$ cat config.mk
export PLATFORM = sky130hd
export DESIGN_NAME = hvac_actuator_driver
export DESIGN_NICKNAME = d
export VERILOG_FILES = /design/src/rtl/hvac_actuator_driver.sv
export SDC_FILE = /design/constraint.sdc
export NUM_CORES = 1
export LEC_CHECK = 0
export CAP_MARGIN = 0
export CORE_UTILIZATION = 40
export DETAILED_ROUTE_END_ITERATION = 10
export DONT_BUFFER_PORTS = 1
export GPL_TIMING_DRIVEN = 0
export MAX_ROUTING_LAYER = met4
export PLACE_DENSITY = 0.63
export SYNTH_ARGS = -nofsm -noshare
export SYNTH_HDL_FRONTEND = slang
export SYNTH_SLANG_ARGS = --single-unit
$ cat constraint.sdc
create_clock -name clk -period 7.2 [get_ports clk]
set_input_delay 1.44 -clock clk [delete_from_list [all_inputs] [get_ports clk]]
set_output_delay 1.44 -clock clk [all_outputs]
set_load 0.005 [all_outputs]
$ cat src/rtl/hvac_actuator_driver.sv
// Fan PWM with a slow duty ramp, interlocked heater/compressor enables and humidifier drive.
// Define HVAC_MIST_BURST_EN to pulse mist_en in on/off bursts instead of a steady level.
module hvac_actuator_driver #(
  parameter int         RAMP_DIV     = 1000,
  parameter int         DEADTIME_CYC = 50000,
  parameter logic [7:0] DUTY_L0      = 8'd64,
  parameter logic [7:0] DUTY_L1      = 8'd128,
  parameter logic [7:0] DUTY_L2      = 8'd192,
  parameter logic [7:0] DUTY_L3      = 8'd255
`ifdef HVAC_MIST_BURST_EN
  ,
  parameter int         MIST_ON_CYC  = 2000,
  parameter int         MIST_OFF_CYC = 6000
`endif
) (
  input  logic       clk,
  input  logic       reset,
  input  logic [1:0] mode,
  input  logic [1:0] level,
  input  logic       heat_cool,
  input  logic       ultrasonic_mode,
  output logic       fan_pwm,
  output logic [7:0] duty_cur,
  output logic       heat_en,
  output logic       cool_en,
  output logic       mist_en,
  output logic [1:0] dir_state
);

  localparam int TW = (RAMP_DIV > 1) ? $clog2(RAMP_DIV) : 1;
  localparam int DW = (DEADTIME_CYC > 1) ? $clog2(DEADTIME_CYC) : 1;

  typedef enum logic [1:0] {
    DIR_OFF  = 2'b00,
    DIR_HEAT = 2'b01,
    DIR_COOL = 2'b10,
    DIR_DEAD = 2'b11
  } dir_t;

  dir_t          state;
  logic [DW-1:0] dt_cnt;
  logic [TW-1:0] tick_cnt;
  logic [7:0]    pwm_cnt;
  logic [7:0]    duty_tgt;
  logic          mode_active;
  logic          tick;

  assign mode_active = (mode == 2'b01) || (mode == 2'b10);
  assign tick        = (tick_cnt == TW'(RAMP_DIV - 1));
  assign dir_state   = state;

  always_comb begin
    duty_tgt = 8'd0;
    if (mode_active) begin
      case (level)
        2'd0:    duty_tgt = DUTY_L0;
        2'd1:    duty_tgt = DUTY_L1;
        2'd2:    duty_tgt = DUTY_L2;
        default: duty_tgt = DUTY_L3;
      endcase
    end
  end

  always_ff @(posedge clk) begin
    if (reset) begin
      pwm_cnt <= 8'd0;
      fan_pwm <= 1'b0;
    end else begin
      pwm_cnt <= pwm_cnt + 8'd1;
      fan_pwm <= (pwm_cnt < duty_cur);
    end
  end

  // One LSB per tick, so a target change just redirects the next step.
  always_ff @(posedge clk) begin
    if (reset) begin
      tick_cnt <= '0;
      duty_cur <= 8'd0;
    end else begin
      tick_cnt <= tick ? '0 : tick_cnt + TW'(1);
      if (tick) begin
        if (duty_cur < duty_tgt)
          duty_cur <= duty_cur + 8'd1;
        else if (duty_cur > duty_tgt)
          duty_cur <= duty_cur - 8'd1;
      end
    end
  end

  // Enables are set on entry to each state so they change together with dir_state.
  always_ff @(posedge clk) begin
    if (reset) begin
      state   <= DIR_OFF;
      dt_cnt  <= '0;
      heat_en <= 1'b0;
      cool_en <= 1'b0;
    end else begin
      case (state)
        DIR_OFF: begin
          if (mode_active) begin
            state   <= heat_cool ? DIR_COOL : DIR_HEAT;
            heat_en <= !heat_cool;
            cool_en <= heat_cool;
          end
        end
        DIR_HEAT: begin
          if (!mode_active || heat_cool) begin
            state   <= DIR_DEAD;
            dt_cnt  <= DW'(DEADTIME_CYC - 1);
            heat_en <= 1'b0;
          end
        end
        DIR_COOL: begin
          if (!mode_active || !heat_cool) begin
            state   <= DIR_DEAD;
            dt_cnt  <= DW'(DEADTIME_CYC - 1);
            cool_en <= 1'b0;
          end
        end
        DIR_DEAD: begin
          if (dt_cnt == '0) begin
            if (!mode_active) begin
              state <= DIR_OFF;
            end else begin
              state   <= heat_cool ? DIR_COOL : DIR_HEAT;
              heat_en <= !heat_cool;
              cool_en <= heat_cool;
            end
          end else begin
            dt_cnt <= dt_cnt - DW'(1);
          end
        end
        default: state <= DIR_OFF;
      endcase
    end
  end

`ifdef HVAC_MIST_BURST_EN
  localparam int MIST_PERIOD = MIST_ON_CYC + MIST_OFF_CYC;
  localparam int MW = (MIST_PERIOD > 1) ? $clog2(MIST_PERIOD) : 1;

  logic [MW-1:0] mist_cnt;

  // Counter sits at zero while the request is absent, so every new request starts on.
  always_ff @(posedge clk) begin
    if (reset) begin
      mist_cnt <= '0;
      mist_en  <= 1'b0;
    end else if (ultrasonic_mode && mode_active) begin
      mist_en  <= (mist_cnt < MW'(MIST_ON_CYC));
      mist_cnt <= (mist_cnt == MW'(MIST_PERIOD - 1)) ? '0 : mist_cnt + MW'(1);
    end else begin
      mist_cnt <= '0;
      mist_en  <= 1'b0;
    end
  end
`else
  always_ff @(posedge clk) begin
    if (reset)
      mist_en <= 1'b0;
    else
      mist_en <= ultrasonic_mode && mode_active;
  end
`endif

endmodule
Word level (Yosys, flattened, before mapping)
Index checks and enable logic that the tools add are counted.
- register bits: 48
- bits of input ports: 8
- output and inout port bits: 14
- logic and storage cells: 72
- add/sub/neg operators: 5
- magnitude comparators: 3
- equality and inequality tests: 13
- mux-type cells: 23
- reductions and logical operators: 19
- operator list (operator ; count):
    two-way mux 16 bit ; 3
    case mux 16 bit (3 select lines) ; 1
    two-way mux 8 bit ; 3
    case mux 8 bit (3 select lines) ; 1
    adder 8 x 1 -> 8 bit (second input constant) ; 2
    logical NOT 16 bit ; 1
    less-than comparator 8 bit ; 2
    subtractor 16 x 1 -> 16 bit (second input constant) ; 1
    two-way mux 2 bit ; 6
    adder 10 x 1 -> 10 bit (second input constant) ; 1
    equality test 10 bit (second input constant) ; 1
    != test 2 bit (second input constant) ; 5
    nonzero test 3 bit ; 3
    equality test 2 bit (second input constant) ; 4
    greater-than comparator 8 bit ; 1
    case mux 2 bit (4 select lines) ; 1
    AND reduction 4 bit ; 2
    subtractor 8 x 1 -> 8 bit (second input constant) ; 1
    equality test 2 x 1 -> 1 bit (second input constant) ; 3
    two-way mux 1 bit ; 6
    case mux 1 bit (3 select lines) ; 2
    AND reduction 3 bit ; 2
    logical NOT 2 bit ; 2
    logical OR 1 bit ; 3
    5 further kinds ; 6

Logic depth before layout (Yosys ltp)
- depth in word-level cells: 6
- gate-level depth with buffers: 15
- mapped depth without buffers: 15

Worst setup path after synthesis
Ideal clock, no wire load.
- kind: input -> register
- from: input mode[1]
- to: register duty_cur[7]
- setup time: 0.071 ns
- data arrival time: 4.693 ns
- data required time: 7.129 ns
- setup slack: 2.436 ns
- stages on the path: 14
- path buffers: 0
- cell sequence: xor2_1 -> nand3_1 -> ha_1 -> nor2b_1 -> o21ai_0 -> a21boi_0 -> nand2b_1 -> ha_1 -> a21o_1 -> a41oi_2 -> a31oi_1 -> o22a_1 -> or4_1 -> a21oi_1
- longest elaborated chain between the ends: 6
- elaborated cells on any way between the ends: 9
- those cells by class: order compare: 2; eq/ne: 2; mux: 2; reduce/logical: 3
- RTL lines (element ; line ; text):
    start: declaration ; 18 ; input logic [1:0] mode,
    equality test 2 x 1 -> 1 bit / equality test 2 bit (equally long branches) ; 48 ; assign mode_active = (mode == 2'b01) || (mode == 2'b10);
    logical OR 1 bit (*) ; 48 ;
    two-way mux 8 bit (*) ; 54 ; if (mode_active) begin
    less-than comparator 8 bit / greater-than comparator 8 bit (equally long branches) ; 82, 84 ;
    nonzero test 2 bit (no source line) ; - ;
    AND reduction 2 bit (no source line) ; - ;
    end signal: assignment ; 83 ; duty_cur <= duty_cur + 8'd1;
    end signal: assignment ; 85 ; duty_cur <= duty_cur - 8'd1;
    end: declaration ; 23 ; output logic [7:0] duty_cur,
Mark *: on every way between the ends. The rest lies on a longest branch, timed or not.
A chain may end at the register's enable or synchronous reset.

Worst setup path in the final report
Ends and elaborated chain as after synthesis.

==> impl_metrics.py <==
metrics = {
    "status": {
        "outcome": "finished clean",
    },
    "logic_synthesis": {
        "synthCells": 327,
        "synth_nets": 365,
        "synth-seq-cells": 48,
        "ys.flop_type": "dfxtp_1",
        "async_reset_ff_share_pct": 0,
        "syn_area_per_cell_um2": 8.602,
        "synth_common_cells": "nor2_1 (51), dfxtp_1 (48), ha_1 (29)",
        "synth_most_common_cell": "nor2_1",
        "synth_area_um2": 2813,
        "synth-edff-count": 0,
        "synth_area_leaders": "dfxtp_1 (34%), ha_1 (13%), nor2_1 (6.8%), xor2_1 (5.3%), xnor2_1 (3.7%)",
        "synthDominantCellAreaShare_pct": 34.16,
        "yosysWarnings": 0,
        "yosysUniqueCellTypes": 47,
        "synth_top_cell_by_area": "dfxtp_1",
        "synth_seq_area_share_pct": 34.16,
    },
    "timing": {
        "maxSlewHeadroom_pct": 57.90,
        "holdWs_ns": 0.4509,
        "final.setup.tns_ns": 0,
        "min_period_over_period_pct": 70.34,
        "rsz0062_at_grt": "no",
        "fmax_mhz": 197.4,
        "finalSetupViolCount": 0,
        "period_minus_slack_ns": 5.065,
        "report.final.slew_viol_count": 0,
        "fin_worst_skew_ns": 0.006384,
        "tightest_slew_ns": 0.6294,
        "finalHoldViolCount": 0,
    },
    "clock_network": {
        "cts_tree": "built",
        "clock_latency_ns": 0.30,
        "cts.clk_slew.worst_paths_ns": 0.09,
        "postCtsSetupBuffers": 0,
        "ctsResizeCount": 0,
        "htreeDepth": 2,
        "cts-root-buf": "clkbuf_8",
        "holdBufCountCts": 0,
        "cts_buffers": 5,
        "cts_buffer_depth": 2,
        "numClockSinks": 48,
    },
    "die": {
        "core_um2": 6794,
        "die_w_um": 85.86,
        "rows": 30,
        "top_level_ports": 22,
        "die_h_um": 85.86,
        "start_util_pct": 41.40,
        "die_area_um2": 7371,
    },
    "detailed_routing": {
        "vias": 2226,
        "totalWireLength_um": 5477,
        "post-route-drc-count": 0,
        "detail_route.first_pass.iterations": 4,
        "vias_per_cell": 5.165,
        "wire_per_inst_um": 12.71,
        "drtAntennaViolNets": 0,
        "drt_iter0_markers": 91,
    },
    "global_route": {
        "grt_pass1_vias": 2122,
        "antenna_found_initial": 0,
        "grt_pass1_wl_um": 9522,
        "grt_max_degree": 15,
        "track_usage_pct": 16.49,
        "overflow": 0,
    },
    "setup_path": {
        "critPathTopFamily": "compound AO/OA/AOI/OAI gates",
        "crit_type": "in -> reg",
        "r2r-start": "duty_cur[1]$_SDFFE_PP0P_",
        "slowest_delay_ns": 0.50,
        "setup.worst_path.start": "mode[1]",
        "crit_chain": "xor2_1, nand3_1, ha_1, and2_1, o21ai_0, a21boi_0, nand2b_1, ha_1, a21o_1, a41oi_2, a31oi_1, o22a_1, or4_1, a21oi_1",
        "worstPathBufferInverterCount": 0,
        "endpoint_kind": "flop",
        "crit_arrival_ns": 5.30,
        "crit_slowest_cell": "xor2_1",
        "critPathMaxFanout": 10,
        "critPathLaunchType": "primary input",
        "crit_top_cell": "ha_1",
        "crit_required_ns": 7.43,
    },
    "layout": {
        "synthToLayoutAreaGrowth_pct": 7.607,
        "finish.net_count": 372,
        "num_antenna_cells": 0,
        "post-route-util_pct": 44.55,
        "drive_above_1_share_pct": 4.179,
    },
    "hold_path": {
        "min-delay-start": "tick_cnt[0]$_SDFF_PP0_",
        "worstHoldPathType": "reg -> reg",
    },
    "pwr": {
        "leakagePower_nw": 1.267,
        "ir_drop_v": 0.0001831,
        "power.density_nw_per_um2": 288.6,
    },
    "placement": {
        "dp_hpwl_um": 4201,
        "io_buffers": 0,
        "place.gp.congestion": 0.8631,
    },
    "job": {
        "maxCapViolations": 0,
    },
}
-- per-layer routing --
| layer | vias up | wire [um] | global-route usage, % |
|---|---|---|---|
| met2 | 40 | 2457 | 26.33 |
| met5 | - | 0 | - |
| met3 | 6 | 233 | 3.561 |
| met4 | 0 | 74 | 4.848 |
| met1 | 1019 | 2711 | 21.02 |
| li1 | 1161 | - | - |
-- through the flow --
step	instance area (um2)	power (mW)	worst slack [ns]	cells
after floorplan	2813	0.6327	2.436	327
after global placement	2933	0.6976	1.934	423
after detailed placement	2933	0.7054	1.879	423
after CTS	3027	0.8779	2.178	431
final	3027	0.8736	2.135	431
after global routing	3027	0.9409	1.732	431
-- where the power goes --
| part | internal (mW) | switching [mW] | leakage [nW] |
|---|---|---|---|
| logic | 0.136 | 0.216 | 0.830 |
| clock network | 0.0782 | 0.0922 | 0.0445 |
| registers | 0.308 | 0.0427 | 0.392 |
| total | 0.523 | 0.351 | 1.27 |
-- final timing paths --
check | slack [ns] | endpoint | cells after the start
setup / recovery | 2.14 | duty_cur[7]$_SDFFE_PP0P_ | 14
hold / removal | 0.45 | tick_cnt[0]$_SDFF_PP0_ | 1
setup reg to reg | 3.78 | duty_cur[7]$_SDFFE_PP0P_ | 12
hold reg to reg | 0.45 | tick_cnt[0]$_SDFF_PP0_ | 1
-- logic make-up (layout without fill, tap and decap cells) --
group | count (synthesis) | in the layout | synth area share [%]
AOI/OAI and AO/OA | 65 | 65 | 15.93
adders and majority gates | 30 | 30 | 13.61
and+or+nand+nor | 124 | 124 | 21.53
xor gates and xnor gates | 30 | 30 | 9.609
DFF | 48 | 48 | 34.16
muxes | 5 | 5 | 1.779
buffers and inverters | 25 | 33 | 3.381
-- state kept, by name (all words and copies together) (netlist names) --
register / cells
dt_cnt: 16
cool_en: 1
dir_state: 2
pwm_cnt: 8
duty_cur: 8
fan_pwm: 1
mist_en: 1
tick_cnt: 10
heat_en: 1
-- placed cells by master (no fill, tap or decap), types with 9 or more instances in the layout --
cell type and instances:
nor2_1 51, dfxtp_1 48, xnor2_1 12, o21ai_0 13
xor2_1 17, ha_1 29, nand3_1 12, inv_1 19
nand2_1 19, nor3_1 9, a21oi_1 18
-- cell type report --
type | count | area (um2)
inverter | 19 | 71.32
buffer | 6 | 23.77
fill | 689 | 3767
clock buffer | 7 | 86.33
clock inverter | 1 | 7.507
multi-input combinational | 254 | 1757
sequential | 48 | 960.9
tap | 96 | 120.1
Note: power is estimated with default switching activity, not from simulation.
